`config.mk`:
```
export PLATFORM = sky130hd
export DESIGN_NAME = sat_counter
export DESIGN_NICKNAME = d
export VERILOG_FILES = /design/src/rtl/mem_result_checker_sat_counter.sv
export SDC_FILE = /design/constraint.sdc
export NUM_CORES = 1
export LEC_CHECK = 0
export ABC_AREA = 1
export ABC_CLOCK_PERIOD_IN_PS = 3100
export CORE_MARGIN = 2
export CORE_UTILIZATION = 45
export DETAILED_ROUTE_END_ITERATION = 10
export GPL_TIMING_DRIVEN = 0
export PLACE_DENSITY_LB_ADDON = 0.08
export SKIP_CTS_REPAIR_TIMING = 1
export SLEW_MARGIN = 10
export SYNTH_ARGS = -nofsm -noshare
export SYNTH_HDL_FRONTEND = slang
export SYNTH_SLANG_ARGS = --single-unit
```
`constraint.sdc`:
```
create_clock -name clk -period 3.1 [get_ports clk]
set_input_delay 0.62 -clock clk [delete_from_list [all_inputs] [get_ports clk]]
set_output_delay 0.62 -clock clk [all_outputs]
set_load 0.02 [all_outputs]
```
`src/rtl/mem_result_checker_sat_counter.sv`:
```
// sat_counter: synchronous-clear up-counter that sticks at all-ones instead of wrapping.
module sat_counter #(
  parameter int WIDTH = 16
) (
  input  logic             clk,
  input  logic             clr,
  input  logic             inc,
  output logic [WIDTH-1:0] value
);
  always_ff @(posedge clk)
    value <= clr ? '0 : (inc && !(&value)) ? value + 1'b1 : value;
endmodule

```
[Word-level counts from Yosys, hierarchy flattened]
Cells that the tools add are included.
Storage, ports and cells
  input port bits: 3
  output and inout port bits: 16
  flip-flop bits (word level): 16
  logic and storage cells: 5
Operators by class
  reductions and logical operators: 3
  $add $sub $neg: 1
Operator list (number)
  adder 16 x 1 -> 16 bit, second input constant: 1
  AND reduction 16 bit: 1
  logical AND 1 bit: 1
  zero test 1 bit: 1

[Logic depth before layout (Yosys ltp)]
Gate-level depths: netlist of the first run.
  word-level depth: 3
  gate-level depth with buffers: 9
  gate-level depth less buffers: 9

[Worst setup path before layout of the first run]
OpenSTA, ideal clock, no wires.
  kind: register -> register
  start point: register value[1]
  end point: register value[13]
  path slack: 1.568 ns
  stages on the path, launching flop included: 8
  data arrival time: 1.417 ns
  cell sequence: dfxtp_1 -> ha_1 -> nand2_1 -> nor2_4 -> nand4_4 -> buf_6 -> a21oi_1 -> nor2_1
Between the ends
  word-level cells in the longest chain between the ends: 3
  elaborated cells on any way between the ends: 4
RTL lines
  start, declared: RTL line 8  | output logic [WIDTH-1:0] value
  start signal, assigned: RTL line 11  | value <= clr ? '0 : (inc && !(&value)) ? value + 1'b1 : value;
  parallel branches: the longest is 3 deep, another holds adder 16 x 1 -> 16 bit
Several ways; the timed one is not identified.
A chain may end at the register's enable or synchronous reset.

[Final worst setup path of the first run]
  start point: register value[11]
  end point: output value[11]
No word-level cell between the ends.

==> results of run 1 <==
-- worst max path at each step --
stage	from	to	slack [ns]
after floorplan	value[1]	value[13]	1.57
after global placement	inc	value[14]	0.98
after detailed placement	inc	value[14]	0.96
after CTS	value[11]	value[11]	1.06
after global routing	value[11]	value[11]	1.03
final	value[11]	value[11]	1.07
-- cells in the mapped netlist, drive strengths merged --
cell | instances | area (µm²)
a21oi | 11 | 62.6
buf | 1 | 11.3
clkbuf | 1 | 7.51
dfxtp | 16 | 320
ha | 1 | 12.5
inv | 14 | 52.6
nand2 | 37 | 154
nand3 | 15 | 85.1
nand3b | 1 | 7.51
nand4 | 3 | 33.8
nor2 | 40 | 198
o21ai | 6 | 33.8
-- power breakdown --
part,internal [µW],switching (µW)
Clock,71.4,68.2
Sequential,208,3.47
Combinational,12.4,16.5
-- metrics by stage --
step | hold slack, ns | total power (µW) | std cells | cell area [µm²]
finish | 0.535 | 380 | 195 | 1230
global route | 0.568 | 398 | 195 | 1230
CTS | 0.541 | 386 | 195 | 1230
detailed placement | 0.519 | 245 | 191 | 1190
global placement | 0.520 | 244 | 191 | 1190
floorplan | 0.582 | 233 | 146 | 978
-- cell usage in the layout (no fill, tap or decap), drive strengths merged --
cell type      count
buf                1
nand2             37
clkdlybuf4s50     18
dfxtp             16
nand3b             1
nand3             15
nand4              3
ha                 1
nor2              40
a21oi             11
inv               14
o21ai              6
clkbuf             5
-- cell type report --
cell class	instances	area [µm²]	area share (%)
timing repair buffer	18	180	14.7
sequential	16	320	26.1
buffer	2	18.8	1.53
inverter	14	52.6	4.28
clock buffer	4	36.3	2.95
tap	27	33.8	2.75
multi-input combinational	114	587	47.8
-- logic make-up (layout without fill, tap and decap cells) --
| group | after synthesis | in the layout | share of synthesized area, % |
|---|---|---|---|
| compound gates | 17 | 17 | 9.85 |
| flops | 16 | 16 | 32.7 |
| simple gates | 96 | 96 | 48.8 |
| fa+ha+maj | 1 | 1 | 1.28 |
| buf+inv | 16 | 38 | 7.29 |
-- layer usage --
layer	global-route usage [%]	up-vias	routed length [µm]
li1	-	513	-
met1	26.9	423	1030
met2	32.7	27	993
met3	2.68	2	119
met4	5.41	0	15
met5	0	-	0
==> run metrics, run 1 <==
DRC viols=0; Slew @ Worst Pin=0.290 ns; std cell rows=16; Synth cell types=21; Die Footprint=0.00256 mm²; share of cells above drive strength 1=15.5%; CP max-delay cell=clkdlybuf4s50_1; vias in the first global route=913; LEAKAGE=0.000453 µW; FF-to-FF End=value[14]; antenna cells=0; DRT Pass-1 Iters=4; crit end category=primary output; Largest register FFs=16; Syn. warnings=0; total grt overflow=0; total length of routed wires=2.16 mm; Worst R2R Setup Slack=1.56 ns; worst reg2reg path startpoint=value[1]; vias per cell=approximately 5; area delta synth->final=25.6%; routed vias=between 900 and 1,000; io pins=19; cells along the critical path=clkdlybuf4s50_1; syn nets=150; gr usage total=around 20%; Final Net Count=around 170; largest net degree at the start of global routing=11; core footprint=0.00200 mm²; HP Start=value[7]; startpoint type of the worst setup path=flop; Hold Vio Cnt, Final=0; Antenna Nets Post-Route=0; Mean Syn Cell Area=6.70 µm²; H-tree depth=1; Root Driver=clkbuf_4; CTS tree=done; clock skew=a little under 0.004 ns; WHS Path Cells=2; slowest stage delay, CP=0.65 ns; highest clock rate=494 MHz; PwrDens=309 mW/mm²; GPL Wtd Cong=a little over 0.8; HP Class=flop to flop; Clock Sinks=16; CTS Buffer Depth=2; outcome=completed; Buffers on Ports=18; Critical path buffers and inverters=1; DP HPWL=1.65 mm; slew margin rel.=between 80% and 90%; Iter 0 DRT Violations=27; Reg clk slew, reported paths=0.10 ns; final setup violating endpoints=0; later-pin clock latency in the skew report=between 0.2 and 0.3 ns; Setup Crit Path Kind=flop to primary output; family with the most delay on the worst path=buffers and inverters; Worst path depth=1; Util after Layout=between 60 and 70%; Final Slew Violations=0; CP Max Fanout=6; TritonCTS Buffers=3; maximum vdd drop=roughly 0.00028 V; sequential area share after synthesis=32.7%; Chip Height=50.6 µm; final worst slack=between 1 and 1.5 ns; fin crit period=~2 ns; Hold Path End=value[7]; Setup TNS Final=0 ns; #FFs+latches synth=16; Max Cap Viol=0; Worst EP arrival=~1.4 ns; antenna violations before repair=0; Req. time, crit path=2.48 ns; synthesized cell area=978 µm²; crit share post-route=65.4%; largest registers=value: 16 flops; Worst R2R Path Depth=8; wire length per cell=11.1 µm; Placement Setup Slack=about 0.96 ns; Largest Register=value; RSZ-0062 raised after global routing=false; Synth Instances=146; Initial Util=48.9%; first-pass GRT wire length=3.91 mm; DIE WIDTH=50.6 µm; Layout fillers=between 200 and 250
Note: power is estimated with default switching activity, not from simulation.
==> inputs of run 2 (changes only) <==
--- a/config.mk
+++ b/config.mk
@@ -6,7 +6,7 @@
 export NUM_CORES = 1
 export LEC_CHECK = 0
 export ABC_AREA = 1
-export ABC_CLOCK_PERIOD_IN_PS = 3100
+export ABC_CLOCK_PERIOD_IN_PS = 2000
 export CORE_MARGIN = 2
 export CORE_UTILIZATION = 45
 export DETAILED_ROUTE_END_ITERATION = 10
==> constraint.sdc (replaced) <==
create_clock -name clk -period 2 [get_ports clk]
set_input_delay 0.4 -clock clk [delete_from_list [all_inputs] [get_ports clk]]
set_output_delay 0.4 -clock clk [all_outputs]
set_load 0.02 [all_outputs]
==> results of run 2 <==
The final DEF is identical to that of run 1. Status: completed.
Among the figures that moved: setup slack after placement 0.962 ns -> 0.0822 ns; setup slack after layout 1.07 ns -> 0.194 ns; register-to-register setup slack 1.56 ns -> 0.46 ns; total power 380 µW -> 589 µW; worst IR drop on VDD 0.000280 V -> 0.000434 V
==> inputs of run 3 (changes only) <==
--- a/config.mk
+++ b/config.mk
@@ -12,6 +12,7 @@
 export DETAILED_ROUTE_END_ITERATION = 10
 export GPL_TIMING_DRIVEN = 0
 export PLACE_DENSITY_LB_ADDON = 0.08
+export REMOVE_ABC_BUFFERS = 1
 export SKIP_CTS_REPAIR_TIMING = 1
 export SLEW_MARGIN = 10
 export SYNTH_ARGS = -nofsm -noshare
==> run 3 against run 2 <==
Cell area shrank 2.6%. Core utilization shrank 1.6 points. Hold slack gained 0.0045 ns. Critical endpoint unchanged.
==> run metrics, run 3 (synthesized netlist as in run 1, its figures left out) <==
outcome=completed; Critical path buffers and inverters=1; CP Max Fanout=6; HP Start=value[8]; DRT Pass-1 Iters=4; Setup Crit Path Kind=flop to primary output; clock skew=between 0.004 and 0.005 ns; gr usage total=roughly 18%; Root Driver=clkbuf_4; core footprint=0.00200 mm²; largest registers=value: 16 flops; routed vias=934; startpoint type of the worst setup path=flop; Antenna Nets Post-Route=0; commonest non-fill, non-tap cells in the layout=nor2_1 (33), nand2_1 (31), clkdlybuf4s50_1 (18), dfxtp_1 (16); vias in the first global route=839; Max Cap Viol=0; CTS Buffer Depth=2; fin crit period=1.81 ns; maximum vdd drop=0.000321 V; Reg clk slew, reported paths=0.10 ns; Iter 0 DRT Violations=15; vias per cell=4.86; Worst EP arrival=between 1 and 1.5 ns; area delta synth->final=22.3%; cells along the critical path=clkdlybuf4s50_1; DIE WIDTH=approximately 51 µm; io pins=19; final worst slack=roughly 0.19 ns; Clock Sinks=16; most common cell after layout, fill and taps aside=nor2_1; GPL Wtd Cong=just over 0.8; Chip Height=50.6 µm; total grt overflow=0; highest clock rate=between 500 and 600 MHz; later-pin clock latency in the skew report=a little under 0.3 ns; worst reg2reg path startpoint=value[0]; Largest register FFs=16; std cell rows=16; Req. time, crit path=1.60 ns; DP HPWL=1.48 mm; family with the most delay on the worst path=buffers and inverters; crit end category=primary output; CP max-delay cell=clkdlybuf4s50_1; Die Footprint=0.00256 mm²; CTS tree=done; antenna cells=0; Slew @ Worst Pin=0.446 ns; crit share post-route=90.7%; slowest stage delay, CP=0.65 ns; PwrDens=458 mW/mm²; antenna violations before repair=0; final setup violating endpoints=0; Setup TNS Final=0 ns; DRC viols=0; CP startpoint=value[11]; wire length per cell=roughly 10 µm; share of cells above drive strength 1=13.9%; Largest Register=value; total length of routed wires=a little under 2 mm; Buffers on Ports=18; H-tree depth=1; LEAKAGE=0.000435 µW; Final Slew Violations=0; TritonCTS Buffers=3; Placement Setup Slack=0.0882 ns; slew margin rel.=a little over two thirds; first-pass GRT wire length=3.53 mm; largest net degree at the start of global routing=16; Hold Vio Cnt, Final=0; HP Class=flop to flop; Initial Util=48.9%; Final Net Count=about 170; RSZ-0062 raised after global routing=false
[run 3: cell types whose count changed in the layout (fill, tap and decap cells not counted), sizes merged]
cell    change
clkbuf      -2
buf         -1
[run 3: path summary, 6_finish.rpt]
check	to	slack (ns)	depth (start not counted)
setup / recovery	value[11]	0.19	1
hold / removal	value[8]	0.54	2
setup reg to reg	value[14]	0.46	8
hold reg to reg	value[8]	0.54	2
[run 3: worst min-delay path, stage by stage (launching register included)]
cell     delay [ns]
dfxtp_1        0.37
inv_1          0.08
a21oi_1        0.05
[run 3: final cells by class]
class                   instances  area (µm²)
multi-input cells             114         587
flip-flops and latches         16         320
inverters                      14        52.6
clock buffers                   3        22.5
fillers                       193         806
repair buffers                 18         180
well taps                      27        33.8
[run 3: routing by layer]
layer  wire length, µm  global-route usage [%]  vias to the layer above
met5                 0                       0                        -
met4                19                    5.41                        0
met3                76                    2.98                        2
met2               826                    29.4                       19
met1              1040                    23.8                      408
li1                  -                       -                      505
[run 3: report_power, final]
group          switching (µW)  leakage, µW  total [µW]  internal, µW
Sequential               5.08     0.000129         327           322
Clock                     108    0.0000138         178          70.0
Combinational            24.6     0.000292        42.7          18.1
Total                     138     0.000435         548           410
[run 3: stage by stage]
step | instance area (µm²) | hold slack (ns) | utilization, % | total power, µW | cells
floorplan | 960 | 0.462 | - | 359 | 144
global placement | 1170 | 0.515 | 58.6 | 376 | 189
detailed placement | 1170 | 0.525 | 58.6 | 377 | 189
CTS | 1200 | 0.537 | 59.8 | 548 | 192
global route | 1200 | 0.575 | 59.8 | 571 | 192
finish | 1200 | 0.539 | 59.8 | 548 | 192
